--- src/rtl/cnt_ctrl.sv ---
// cnt_ctrl: turns three raw active-low push-buttons into the value/format pair
// consumed by the seven-segment display block. Each key is synchronised and
// debounced; inc/dec drive hold-to-repeat FSMs, mode toggles the display format.
// Optional feature macro: CNT_CTRL_AUTO_EN adds i_sw_auto and an auto-increment
// prescaler (AUTO_DIV cycles per step).
module cnt_ctrl #(
    parameter int unsigned DATA_W        = 5,
    parameter int unsigned MAX_VAL       = 31,
    parameter int unsigned DEB_CYCLES    = 250000,
    parameter int unsigned REPEAT_DELAY  = 25000000,
    parameter int unsigned REPEAT_PERIOD = 5000000
`ifdef CNT_CTRL_AUTO_EN
   ,parameter int unsigned AUTO_DIV      = 50000000
`endif
) (
    input  logic              i_clk,
    input  logic              i_rst_n,
    input  logic              i_key_inc,
    input  logic              i_key_dec,
    input  logic              i_key_mode,
`ifdef CNT_CTRL_AUTO_EN
    input  logic              i_sw_auto,
`endif
    output logic [DATA_W-1:0] o_data,
    output logic              o_type
);

    localparam int unsigned NKEY    = 3;
    localparam int unsigned NREP    = 2;
    localparam int unsigned DEB_W   = $clog2(DEB_CYCLES);
    localparam int unsigned RPT_MAX = (REPEAT_DELAY > REPEAT_PERIOD) ? REPEAT_DELAY : REPEAT_PERIOD;
    localparam int unsigned TMR_W   = $clog2(RPT_MAX + 1);

    typedef enum logic [1:0] {
        ST_IDLE   = 2'd0,
        ST_HOLD   = 2'd1,
        ST_REPEAT = 2'd2
    } rep_state_t;

    // key index: 0 = inc, 1 = dec, 2 = mode
    logic [NKEY-1:0]   w_key_raw;
    logic [NKEY-1:0]   r_sync1;
    logic [NKEY-1:0]   r_sync2;
    logic [NKEY-1:0]   r_acc;
    logic [NKEY-1:0]   r_acc_d;
    logic [DEB_W-1:0]  r_deb_cnt [NKEY];
    logic [NKEY-1:0]   w_press;
    logic [NREP-1:0]   w_step;
    logic              w_auto_step;
    logic [DATA_W-1:0] r_data;
    logic              r_type;
    logic [DATA_W-1:0] w_data_inc;
    logic [DATA_W-1:0] w_data_dec;

    assign w_key_raw = {i_key_mode, i_key_dec, i_key_inc};
    assign w_press   = r_acc_d & ~r_acc;

    // two-flop synchroniser, holding the released level during reset
    always_ff @(posedge i_clk or negedge i_rst_n) begin
        if (!i_rst_n) begin
            r_sync1 <= '1;
            r_sync2 <= '1;
        end else begin
            r_sync1 <= w_key_raw;
            r_sync2 <= r_sync1;
        end
    end

    // debouncer: accept a new level after DEB_CYCLES consecutive differing samples
    always_ff @(posedge i_clk or negedge i_rst_n) begin
        if (!i_rst_n) begin
            r_acc   <= '1;
            r_acc_d <= '1;
            for (int k = 0; k < NKEY; k++) begin
                r_deb_cnt[k] <= '0;
            end
        end else begin
            r_acc_d <= r_acc;
            for (int k = 0; k < NKEY; k++) begin
                if (r_sync2[k] == r_acc[k]) begin
                    r_deb_cnt[k] <= '0;
                end else if (r_deb_cnt[k] == DEB_W'(DEB_CYCLES - 1)) begin
                    r_acc[k]     <= r_sync2[k];
                    r_deb_cnt[k] <= '0;
                end else begin
                    r_deb_cnt[k] <= r_deb_cnt[k] + DEB_W'(1);
                end
            end
        end
    end

    for (genvar g = 0; g < NREP; g++) begin : g_rep
        rep_state_t       r_state;
        rep_state_t       w_state_nxt;
        logic [TMR_W-1:0] r_tmr;
        logic [TMR_W-1:0] w_tmr_nxt;
        logic             w_step_k;

        // repeat FSM state and hold timer
        always_ff @(posedge i_clk or negedge i_rst_n) begin
            if (!i_rst_n) begin
                r_state <= ST_IDLE;
                r_tmr   <= '0;
            end else begin
                r_state <= w_state_nxt;
                r_tmr   <= w_tmr_nxt;
            end
        end

        // next state and step decode; release wins over a pending step
        always_comb begin
            w_state_nxt = r_state;
            w_tmr_nxt   = r_tmr + TMR_W'(1);
            w_step_k    = 1'b0;
            case (r_state)
                ST_IDLE: begin
                    w_tmr_nxt = '0;
                    if (w_press[g]) begin
                        w_step_k    = 1'b1;
                        w_state_nxt = ST_HOLD;
                    end
                end
                ST_HOLD: begin
                    if (r_acc[g]) begin
                        w_state_nxt = ST_IDLE;
                        w_tmr_nxt   = '0;
                    end else if (r_tmr == TMR_W'(REPEAT_DELAY - 1)) begin
                        w_step_k    = 1'b1;
                        w_state_nxt = ST_REPEAT;
                        w_tmr_nxt   = '0;
                    end
                end
                ST_REPEAT: begin
                    if (r_acc[g]) begin
                        w_state_nxt = ST_IDLE;
                        w_tmr_nxt   = '0;
                    end else if (r_tmr == TMR_W'(REPEAT_PERIOD - 1)) begin
                        w_step_k  = 1'b1;
                        w_tmr_nxt = '0;
                    end
                end
                default: begin
                    w_state_nxt = ST_IDLE;
                    w_tmr_nxt   = '0;
                end
            endcase
        end

        assign w_step[g] = w_step_k;
    end

`ifdef CNT_CTRL_AUTO_EN
    localparam int unsigned PSC_W = $clog2(AUTO_DIV + 1);

    logic             r_sw_s1;
    logic             r_sw_s2;
    logic [PSC_W-1:0] r_psc;

    assign w_auto_step = r_sw_s2 && (r_psc == PSC_W'(AUTO_DIV - 1));

    // auto switch synchroniser and prescaler, parked at 0 while the switch is off
    always_ff @(posedge i_clk or negedge i_rst_n) begin
        if (!i_rst_n) begin
            r_sw_s1 <= 1'b0;
            r_sw_s2 <= 1'b0;
            r_psc   <= '0;
        end else begin
            r_sw_s1 <= i_sw_auto;
            r_sw_s2 <= r_sw_s1;
            if (!r_sw_s2 || w_auto_step) begin
                r_psc <= '0;
            end else begin
                r_psc <= r_psc + PSC_W'(1);
            end
        end
    end
`else
    assign w_auto_step = 1'b0;
`endif

    assign w_data_inc = (r_data >= DATA_W'(MAX_VAL)) ? '0 : r_data + DATA_W'(1);
    assign w_data_dec = (r_data == '0) ? DATA_W'(MAX_VAL) : r_data - DATA_W'(1);

    // counter and format register; key steps override the auto step
    always_ff @(posedge i_clk or negedge i_rst_n) begin
        if (!i_rst_n) begin
            r_data <= '0;
            r_type <= 1'b0;
        end else begin
            if (w_press[2]) begin
                r_type <= ~r_type;
            end
            case (w_step)
                2'b01:   r_data <= w_data_inc;
                2'b10:   r_data <= w_data_dec;
                2'b11:   r_data <= r_data;
                default: begin
                    if (w_auto_step) begin
                        r_data <= w_data_inc;
                    end
                end
            endcase
        end
    end

    assign o_data = r_data;
    assign o_type = r_type;

endmodule

--- config.mk ---
export PLATFORM = sky130hd
export DESIGN_NAME = cnt_ctrl
export DESIGN_NICKNAME = d
export VERILOG_FILES = /design/src/rtl/cnt_ctrl.sv
export SDC_FILE = /design/constraint.sdc
export NUM_CORES = 1
export LEC_CHECK = 0
export BUFFER_PORTS_ARGS = -buffer_cell sky130_fd_sc_hd__clkbuf_2
export CORE_MARGIN = 4
export CORE_UTILIZATION = 65
export DETAILED_ROUTE_END_ITERATION = 8
export GPL_TIMING_DRIVEN = 0
export PLACE_DENSITY = 0.82
export REMOVE_ABC_BUFFERS = 1
export SLEW_MARGIN = 25
export SYNTH_ARGS = -nofsm -noshare
export SYNTH_HDL_FRONTEND = slang
export SYNTH_SLANG_ARGS = --single-unit
--- constraint.sdc ---
create_clock -name i_clk -period 8.3 [get_ports i_clk]
set_input_delay 1.66 -clock i_clk [delete_from_list [all_inputs] [get_ports i_clk]]
set_output_delay 1.66 -clock i_clk [all_outputs]
set_load 0.1 [all_outputs]
==> impl_metrics.yaml, run 1 <==
outcome:
  status: "complete, no violations"
clock_tree:
  cts_resized: 0
  htreeDepth: 4
  clock_path_buffers: 2
  hold_buffers: 0
  path_clk_slew_ns: 0.06
  cts-root-buf: "clkbuf_8"
  cts_tree: "done"
  cts_buffers: 17
  cts_sinks: 126
  clkLatencyLatePin_ns: 0.53
  post_cts_buffers: 0
timing:
  fin_crit_ns: 3.35
  grt_setup_unrepaired: "false"
  tightest_slew_ns: 0.967
  timing.fmax_ghz: 0.299
  max-slew-margin-rel: 0.355
  finalSetupViolCount: 0
  timing.final.hold_violations: 0
  clock_skew_ns: 0.00649
  tns_ns: 0
  drv_slew: 0
  fin_crit_sh: 0.403
placement:
  gp_congestion: 0.819
  placed_area_sq_um: 6890
  dp.cells: 801
  numPortBuffers: 10
  dp.final_hpwl_um: 8810
synth:
  synth.most_common_cell: "dfrtp_1"
  synth_top_area_frac: 0.424
  syn_area_per_cell_sq_um: 9.85
  synthesis.area_sq_um: 6740
  synth_edf_count: 0
  ys_types: 55
  synthCells: 684
  ys_seq_area_frac: 0.470
  synth-main-ff-cell: "dfrtp_1"
  yosys-top-cells-area: "dfrtp_1 (42%), xnor2_1 (4.8%), dfstp_2 (4.7%), xor2_1 (3.5%), ha_1 (3.2%)"
  synth-seq-cells: 126
  yosysTopAreaCell: "dfrtp_1"
  ys_warn_count: 0
  yosys-top-cells-count: "dfrtp_1 (114), nor2_1 (55), a21oi_1 (41)"
  synth-async-reset-ratio: 1.00
global_route:
  grt_pass1_vias: 5084
  grt_max_degree: 68
  grt-ovfl-total: 0
  gr-usage-all-layers: 0.248
  grt_pass1_wl_um: 23600
  antenna_found_initial: 0
routing:
  drt_iter0_drc: 430
  final_antenna_net_count: 0
  routed_wl_um: 13800
  route.detailed.wl_per_inst_um: 16.6
  viasPerCell: 6.40
  num_vias: 5334
  route.detailed.drc: 0
  drt_pass1_iterations: 7
cells_and_area:
  nets: 709
  area_delta_synth_final_pct: 11.2
  drive_above_1_share: 0.104
  fillers: 685
  fin_cells: 833
  final_area_sq_um: 7490
  diodes: 0
setup_path:
  cp.required_ns: 8.77
  worst-setup-path-type: "register to register"
  crit_path_cell_trace: "or4b_4 -> or4_4 -> nor3_1 -> o31ai_1 -> ha_1 -> a311oi_1 -> a221o_1 -> a22o_1"
  endpoint_kind: "register"
  worstPathArrival_ns: 3.82
  start_kind: "register"
  slowest_delay_ns: 0.61
  crit_slowest_cell: "or4b_4"
  cp_num_buf_inv: 0
  critPathMaxFanout: 9
  cp_top_family: "simple AND/OR/NAND/NOR gates"
die:
  coreArea_sq_um: 9910
  rows: 36
  die_w_um: 110
  die_h_um: 110
  ios: 11
  dieArea_sq_um: 12100
  start_util: 0.680
power:
  ir_drop_uv: 152
  finalPower_mw: 1.38
  power.density_nw_per_um2: 185
  p_leak_nw: 2.87
job:
  maxCapViolations: 0
min_path:
  min_path_type: "register to register"
[worst register-to-register path, delay by kind of cell, from the launching register on]
| family | cells | cell delay [ns] |
|---|---|---|
| AOI/OAI and AO/OA | 4 | 1.14 |
| adders and majority gates | 1 | 0.33 |
| DFF | 1 | 0.44 |
| and+or+nand+nor | 3 | 1.38 |
[cell families (layout without fill, tap and decap cells)]
family,Yosys count,in the layout,share of synthesized area
simple gates,288,288,0.240
buf+inv,56,72,0.0351
fa+ha+maj,17,17,0.0316
flops,126,126,0.470
compound gates,128,128,0.131
xor+xnor,64,64,0.0832
mux,5,5,0.00836
[per-stage QoR]
stage	hold slack, ns	worst slack [ns]	utilization
2_1_floorplan	0.345	5.46	-
3_5_place_dp	0.347	5.05	0.696
3_3_place_gp	0.346	3.71	0.689
4_1_cts	0.357	5.00	0.755
5_1_grt	0.361	4.80	0.756
6_report	0.356	4.95	0.756
[power by group]
group	switching [mW]	internal [mW]	total, mW
combinational	0.0198	0.00741	0.0272
sequential	0.00424	0.621	0.625
clock	0.291	0.440	0.731
total	0.315	1.07	1.38
[routing by layer]
metal / global-route usage / up-vias / part of all wire
li1: - / 2540 / -
met1: 0.322 / 2629 / 0.44
met2: 0.409 / 151 / 0.50
met3: 0.0658 / 14 / 0.047
met4: 0.0766 / 0 / 0.010
met5: 0 / - / 0
[registers in the layout, summed over array words and instances, names as in the netlist]
name	flops
r_deb_cnt	54
g_rep.r_tmr	50
o_data	5
g_rep.r_state	4
r_acc	3
r_acc_d	3
r_sync1	3
r_sync2	3
o_type	1
[path summary, 6_finish.rpt]
path | depth (start not counted) | end | slack [ns] | startpoint
max | 8 | o_data[2] | 4.95 | g_rep[0].r_tmr[6]
min | 0 | r_sync2[1] | 0.36 | r_sync1[1]
max reg2reg | 8 | o_data[2] | 4.95 | g_rep[0].r_tmr[6]
min reg2reg | 0 | r_sync2[1] | 0.36 | r_sync1[1]
max in group asynchronous | 2 | r_deb_cnt[12] | 6.50 | i_rst_n
min in group asynchronous | 1 | r_deb_cnt[52] | 1.13 | i_rst_n
[final cells by class]
type | count | area [sq um] | share of cell area
multi-input cells | 502 | 3370 | 0.451
flip-flops and latches | 126 | 3170 | 0.423
clock buffers | 18 | 428 | 0.0572
well taps | 133 | 166 | 0.0222
clock inverters | 14 | 156 | 0.0209
inverters | 29 | 109 | 0.0145
repair buffers | 11 | 86.3 | 0.0115
[placed cells by master (no fill, tap or decap), types with 3 or more instances in the layout]
cell        instances
a21oi_1            41
a22oi_1            24
and2_1              7
and3_1              8
and4_1              8
clkbuf_16          16
clkbuf_2            9
clkbuf_8            3
clkinvlp_4          4
dfrtp_1           114
dfstp_2            12
ha_1               17
inv_1              29
inv_6               6
mux2_2              5
nand2_1            34
nand2b_1            6
nand3_1            40
nand4_1            32
nor2_1             55
nor2b_1             7
nor3_1             12
nor4_1             18
nor4b_1             4
o21ai_0            20
o31ai_1            20
o41ai_4             3
or3_1              19
or4_1              25
xnor2_1            37
xor2_1             27
(Power assumes the default switching activity.)
==> run 2, diff against run 1 <==
- CORE_UTILIZATION: 65 -> 57
- PLACE_DENSITY: 0.82 -> 0.76
- clock period: 8.3 -> 2.9 ns (I/O delays scaled with it)
==> run 2 against run 1 <==
Against the previous run: clock skew grew 0.0010 ns; final cell count rose by 2.4%; fmax increased by 18%; register-to-register slack got worse by 4.9 ns; first-iteration DRC count is 9.3% lower; worst setup slack lost 4.9 ns; largest cell class unchanged; non-clock buffer count grew 10.
==> impl_metrics.yaml, run 2 (same netlist as run 1, synthesis figures left out) <==
outcome:
  status: "complete, no violations"
clock_tree:
  cts_buffers: 17
  cts-root-buf: "clkbuf_16"
  clock_path_buffers: 2
  cts_tree: "done"
  hold_buffers: 0
  cts_sinks: 126
  htreeDepth: 4
  clkLatencyLatePin_ns: 0.42
  path_clk_slew_ns: 0.05
setup_path:
  cp.required_ns: 3.26
  worstPathArrival_ns: 3.19
  worst-setup-path-type: "register to register"
  cp_top_family: "simple AND/OR/NAND/NOR gates"
  worst-path-stages: 8
  crit_path_cell_trace: "or4b_4 -> or4_4 -> nor3_4 -> o31ai_2 -> ha_2 -> a311oi_4 -> a221o_1 -> a22o_1"
  cp_num_buf_inv: 0
  critPathMaxFanout: 6
  reg2reg_setup_slack_ns: 0.06
  slowest_delay_ns: 0.57
  worst_r2r_path_depth: 8
  endpoint_kind: "register"
  worstReg2RegStart: "g_rep[0].r_tmr[23]"
  start_kind: "register"
  reg2reg_to: "o_data[2]"
  crit_slowest_cell: "or4b_4"
power:
  switching_share: 0.213
  ir_drop_uv: 339
  finalPower_mw: 3.71
  power_frac_comb: 0.021
  intPower_mw: 2.92
  p_leak_nw: 2.92
  power.switching_uw: 789
  power.density_nw_per_um2: 490
  power.share.clock: 0.497
  seqPwrFrac: 0.482
cells_and_area:
  drive_above_1_share: 0.124
  final_area_sq_um: 7580
  fin_cells: 853
  final_cell_mix: "dfrtp_1 (111), nor2_1 (55), a21oi_1 (41)"
  post-route-util: 0.658
  area_delta_synth_final_pct: 12.5
  diodes: 0
  layout_commonest_cell: "dfrtp_1"
  nets: 719
  regMostFlops: "r_deb_cnt"
  largest_register_ffs: 54
global_route:
  grt-ovfl-total: 0
  gr-usage-all-layers: 0.216
  grt_pass1_vias: 5106
  grt_max_degree: 77
  grt_pass1_wl_um: 23700
  antenna_found_initial: 0
timing:
  clock_skew_ns: 0.00751
  timing.final.hold_violations: 0
  setup_ws_ns: 0.0626
  drv_slew: 0
  holdWs_ns: 0.109
  fin_crit_sh: 0.978
  finalSetupViolCount: 0
  tightest_slew_ns: 0.999
  max-slew-margin-rel: 0.334
  timing.fmax_ghz: 0.352
  fin_crit_ns: 2.84
  tns_ns: 0
die:
  die_w_um: 117
  rows: 39
  die_h_um: 117
  dieArea_sq_um: 13600
  ios: 11
  start_util: 0.585
  coreArea_sq_um: 11500
routing:
  wl_met2_um: 6550
  drt-met1-wl_um: 6220
  drt_pass1_iterations: 5
  route.met3.wl_um: 551
  drt_iter0_drc: 390
  route.detailed.drc: 0
  final_antenna_net_count: 0
  top_layer: "met4"
  route.detailed.wl_per_inst_um: 15.8
  num_vias: 5348
  routed_wl_um: 13500
  viasPerCell: 6.27
placement:
  gp_congestion: 0.839
  dp.cells: 811
  numPortBuffers: 10
  placed_area_sq_um: 6910
  pre_cts_ws_ns: -0.325
  dp.final_hpwl_um: 8750
job:
  maxCapViolations: 0
min_path:
  min_path_type: "input port to async pin"
==> run 2: cell types whose count changed in the layout (fill, tap and decap cells not counted), moves of 2 or more <==
| cell | change |
|---|---|
| dfrtp_1 | -3 |
| dfrtp_2 | +3 |
| clkinvlp_4 | -3 |
| clkinv_2 | +6 |
| bufinv_16 | -2 |
| buf_4 | +8 |
| ha_1 | -2 |
| inv_6 | -6 |
| clkbuf_1 | +5 |
| nor3_1 | -2 |
==> run 2: timing repair <==
action                                 CTS  global route
resized for setup                        6            10
cloned                                   0             0
endpoints found under the hold margin    0             0
pin swaps                                2             6
setup buffers                            1             8
setup endpoints to repair                4             6
==> run 2: cell type report <==
type | count | area [sq um]
multi-input combinational | 502 | 3440
tap | 143 | 179
clock inverter | 8 | 42.5
clock buffer | 24 | 472
fill | 895 | 3940
inverter | 29 | 109
timing repair buffer | 21 | 163
sequential | 126 | 3170
==> run 2: worst max-delay path by stage <==
stage                                  start                 to  slack, ns
after CTS                  g_rep[1].r_tmr[0]          o_data[2]       0.01
after detailed placement   g_rep[0].r_tmr[6]          o_data[2]      -0.32
final                     g_rep[0].r_tmr[23]          o_data[2]       0.06
after global placement               i_rst_n  g_rep[0].r_tmr[0]      -0.60
after global routing      g_rep[0].r_tmr[23]          o_data[2]      -0.02
after floorplan            g_rep[0].r_tmr[6]          o_data[2]       0.06
==> run 2: per-layer routing <==
layer  track usage  up-vias
met3        0.0622       24
met1         0.288     2646
met4        0.0665        0
met5             0        -
li1              -     2553
met2         0.343      125
==> run 2: power groups by stage <==
stage | clock (mW) | combinational (mW) | sequential [mW]
2_1_floorplan | 0 | 0.0280 | 1.82
3_3_place_gp | 0 | 0.0697 | 1.82
3_5_place_dp | 0 | 0.0806 | 1.82
4_1_cts | 1.87 | 0.0812 | 1.79
5_1_grt | 1.97 | 0.0925 | 1.79
6_report | 1.84 | 0.0790 | 1.79
==> run 2: worst reg2reg max path: stages (launching register included) <==
cell and delay, ns:
dfrtp_1 0.41, or4b_4 0.57, or4_4 0.57, nor3_4 0.20
o31ai_2 0.10, ha_2 0.24, a311oi_4 0.36, a221o_1 0.20
a22o_1 0.13
==> run 3, diff against run 2 <==
- CORE_MARGIN: 4 -> 2
- REMOVE_ABC_BUFFERS: 1 -> unset
==> run 3 against run 2 <==
Against the previous run: die area down 6.7%; routed wire length up 4.8%; worst hold slack worse by 0.059 ns; sequential power about the same; critical path type unchanged.
==> impl_metrics.yaml, run 3 (same netlist as run 1, synthesis figures left out) <==
cells_and_area:
  final_area_sq_um: 7720
  area_delta_synth_final_pct: 14.6
  largest_register_ffs: 54
  regArea_sq_um: 3170
  final_cell_mix: "dfrtp_1 (112), nor2_1 (55), a21oi_1 (41)"
  diodes: 0
  regMostFlops: "r_deb_cnt"
  multi_input_area_sq_um: 3420
  fillers: 851
  fin_cells: 873
  nets: 739
  layout_commonest_cell: "dfrtp_1"
  drive_above_1_share: 0.134
clock_tree:
  cts_tree: "done"
  clock_path_buffers: 2
  htreeDepth: 4
  cts_buffers: 17
  cts-root-buf: "clkbuf_16"
  clkLatencyLatePin_ns: 0.43
  path_clk_slew_ns: 0.07
  cts_sinks: 126
outcome:
  status: "complete, no violations"
routing:
  drt_iter0_drc: 562
  route.detailed.wl_per_inst_um: 16.2
  num_vias: 5476
  route.detailed.drc: 0
  viasPerCell: 6.27
  final_antenna_net_count: 0
  routed_wl_um: 14100
  drt_pass1_iterations: 5
timing:
  fin_crit_ns: 2.79
  timing.fmax_ghz: 0.358
  clock_skew_ns: 0.0142
  fin_crit_sh: 0.963
  drv_slew: 0
  grt_setup_unrepaired: "false"
  max-slew-margin-rel: 0.401
  timing.final.hold_violations: 0
  tns_ns: 0
  tightest_slew_ns: 0.888
  finalSetupViolCount: 0
  setup_ws_ns: 0.106
power:
  ir_drop_uv: 658
  p_leak_nw: 2.97
  power.density_nw_per_um2: 516
setup_path:
  crit_path_cell_trace: "or4b_4 -> or4_4 -> nor3_4 -> o31ai_2 -> ha_4 -> a311oi_4 -> a221o_1 -> a22o_1"
  slowest_delay_ns: 0.56
  cp_top_family: "simple AND/OR/NAND/NOR gates"
  start_kind: "register"
  cp.required_ns: 3.27
  cp_num_buf_inv: 0
  worstPathArrival_ns: 3.17
  crit_slowest_cell: "or4_4"
  worst-setup-path-type: "register to register"
  critPathMaxFanout: 6
  endpoint_kind: "register"
die:
  die_w_um: 113
  start_util: 0.587
  die_h_um: 113
  rows: 39
  coreArea_sq_um: 11500
  ios: 11
  dieArea_sq_um: 12700
global_route:
  grt-ovfl-total: 0
  gr-usage-all-layers: 0.235
  grt_max_degree: 92
  grt_pass1_vias: 5338
  grt_pass1_wl_um: 24400
  antenna_found_initial: 0
placement:
  dp.final_hpwl_um: 9140
  numPortBuffers: 10
  pre_cts_ws_ns: -0.402
  dp.cells: 838
  placed_area_sq_um: 7010
  gp_congestion: 0.832
min_path:
  min_path_type: "input port to async pin"
job:
  maxCapViolations: 0
synth:
  syn_nets: 706
[run 3: cell types whose count changed in the layout (fill, tap and decap cells not counted), moves of 2 or more]
cell,before,now
clkinv_4,0,2
buf_2,0,3
clkinv_8,0,2
clkbuf_8,3,1
o41ai_4,3,0
o41ai_2,0,3
inv_8,0,8
inv_6,0,3
clkbuf_1,5,16
clkinv_2,7,0
[run 3: per-layer routing]
layer	global-route usage	vias up	part of all wire
li1	-	2598	-
met1	0.313	2692	0.46
met2	0.375	158	0.48
met3	0.0573	28	0.044
met4	0.0870	0	0.021
met5	0	-	0
[run 3: per-stage QoR]
stage / total power, mW / hold WS (ns) / util
after floorplan: 1.85 / 0.284 / -
after global placement: 1.89 / 0.349 / 0.608
after detailed placement: 1.90 / 0.347 / 0.611
after CTS: 4.04 / 0.0423 / 0.665
after global routing: 4.12 / 0.0667 / 0.673
final: 3.98 / 0.0501 / 0.673
[run 3: area by class of cell]
cell class              instances  share of cell area
plain buffers                  23              0.0146
clock buffers                  17              0.0551
flip-flops and latches        126               0.411
repair buffers                 18              0.0180
multi-input cells             502               0.443
inverters                      29              0.0141
clock inverters                15              0.0216
well taps                     143              0.0232
[run 3: where the power goes]
| part | switching [mW] | leakage (nW) | internal (mW) | total, mW |
|---|---|---|---|---|
| registers | 0.0122 | 1.71 | 1.78 | 1.79 |
| clock network | 0.954 | 0.294 | 1.16 | 2.12 |
| logic | 0.0561 | 0.972 | 0.0201 | 0.0762 |
[run 3: final timing paths]
check,from,end,slack [ns],cells past startpoint
min in group i_clk,i_key_dec,r_sync1[1],0.23,1
max in group asynchronous,i_rst_n,r_sync2[2],2.10,2
worst min register to register,r_sync1[2],r_sync2[2],0.36,0
worst max register to register,g_rep[0].r_tmr[6],o_data[2],0.11,8
worst max-delay path,g_rep[0].r_tmr[6],o_data[2],0.11,8
worst min-delay path,i_rst_n,o_data[2],0.05,1
[run 3: worst reg2reg max path: stages (launching register included)]
cell      delay, ns
dfrtp_2        0.44
or4b_4         0.52
or4_4          0.56
nor3_4         0.19
o31ai_2        0.13
ha_4           0.21
a311oi_4       0.36
a221o_1        0.20
a22o_1         0.13
[run 3: what timing repair did]
action	4_1_cts	5_1_grt
pin swaps	2	5
setup endpoints to repair	5	5
setup buffers	1	6
hold buffers	0	0
gates resized for setup	6	10
gates cloned	0	0
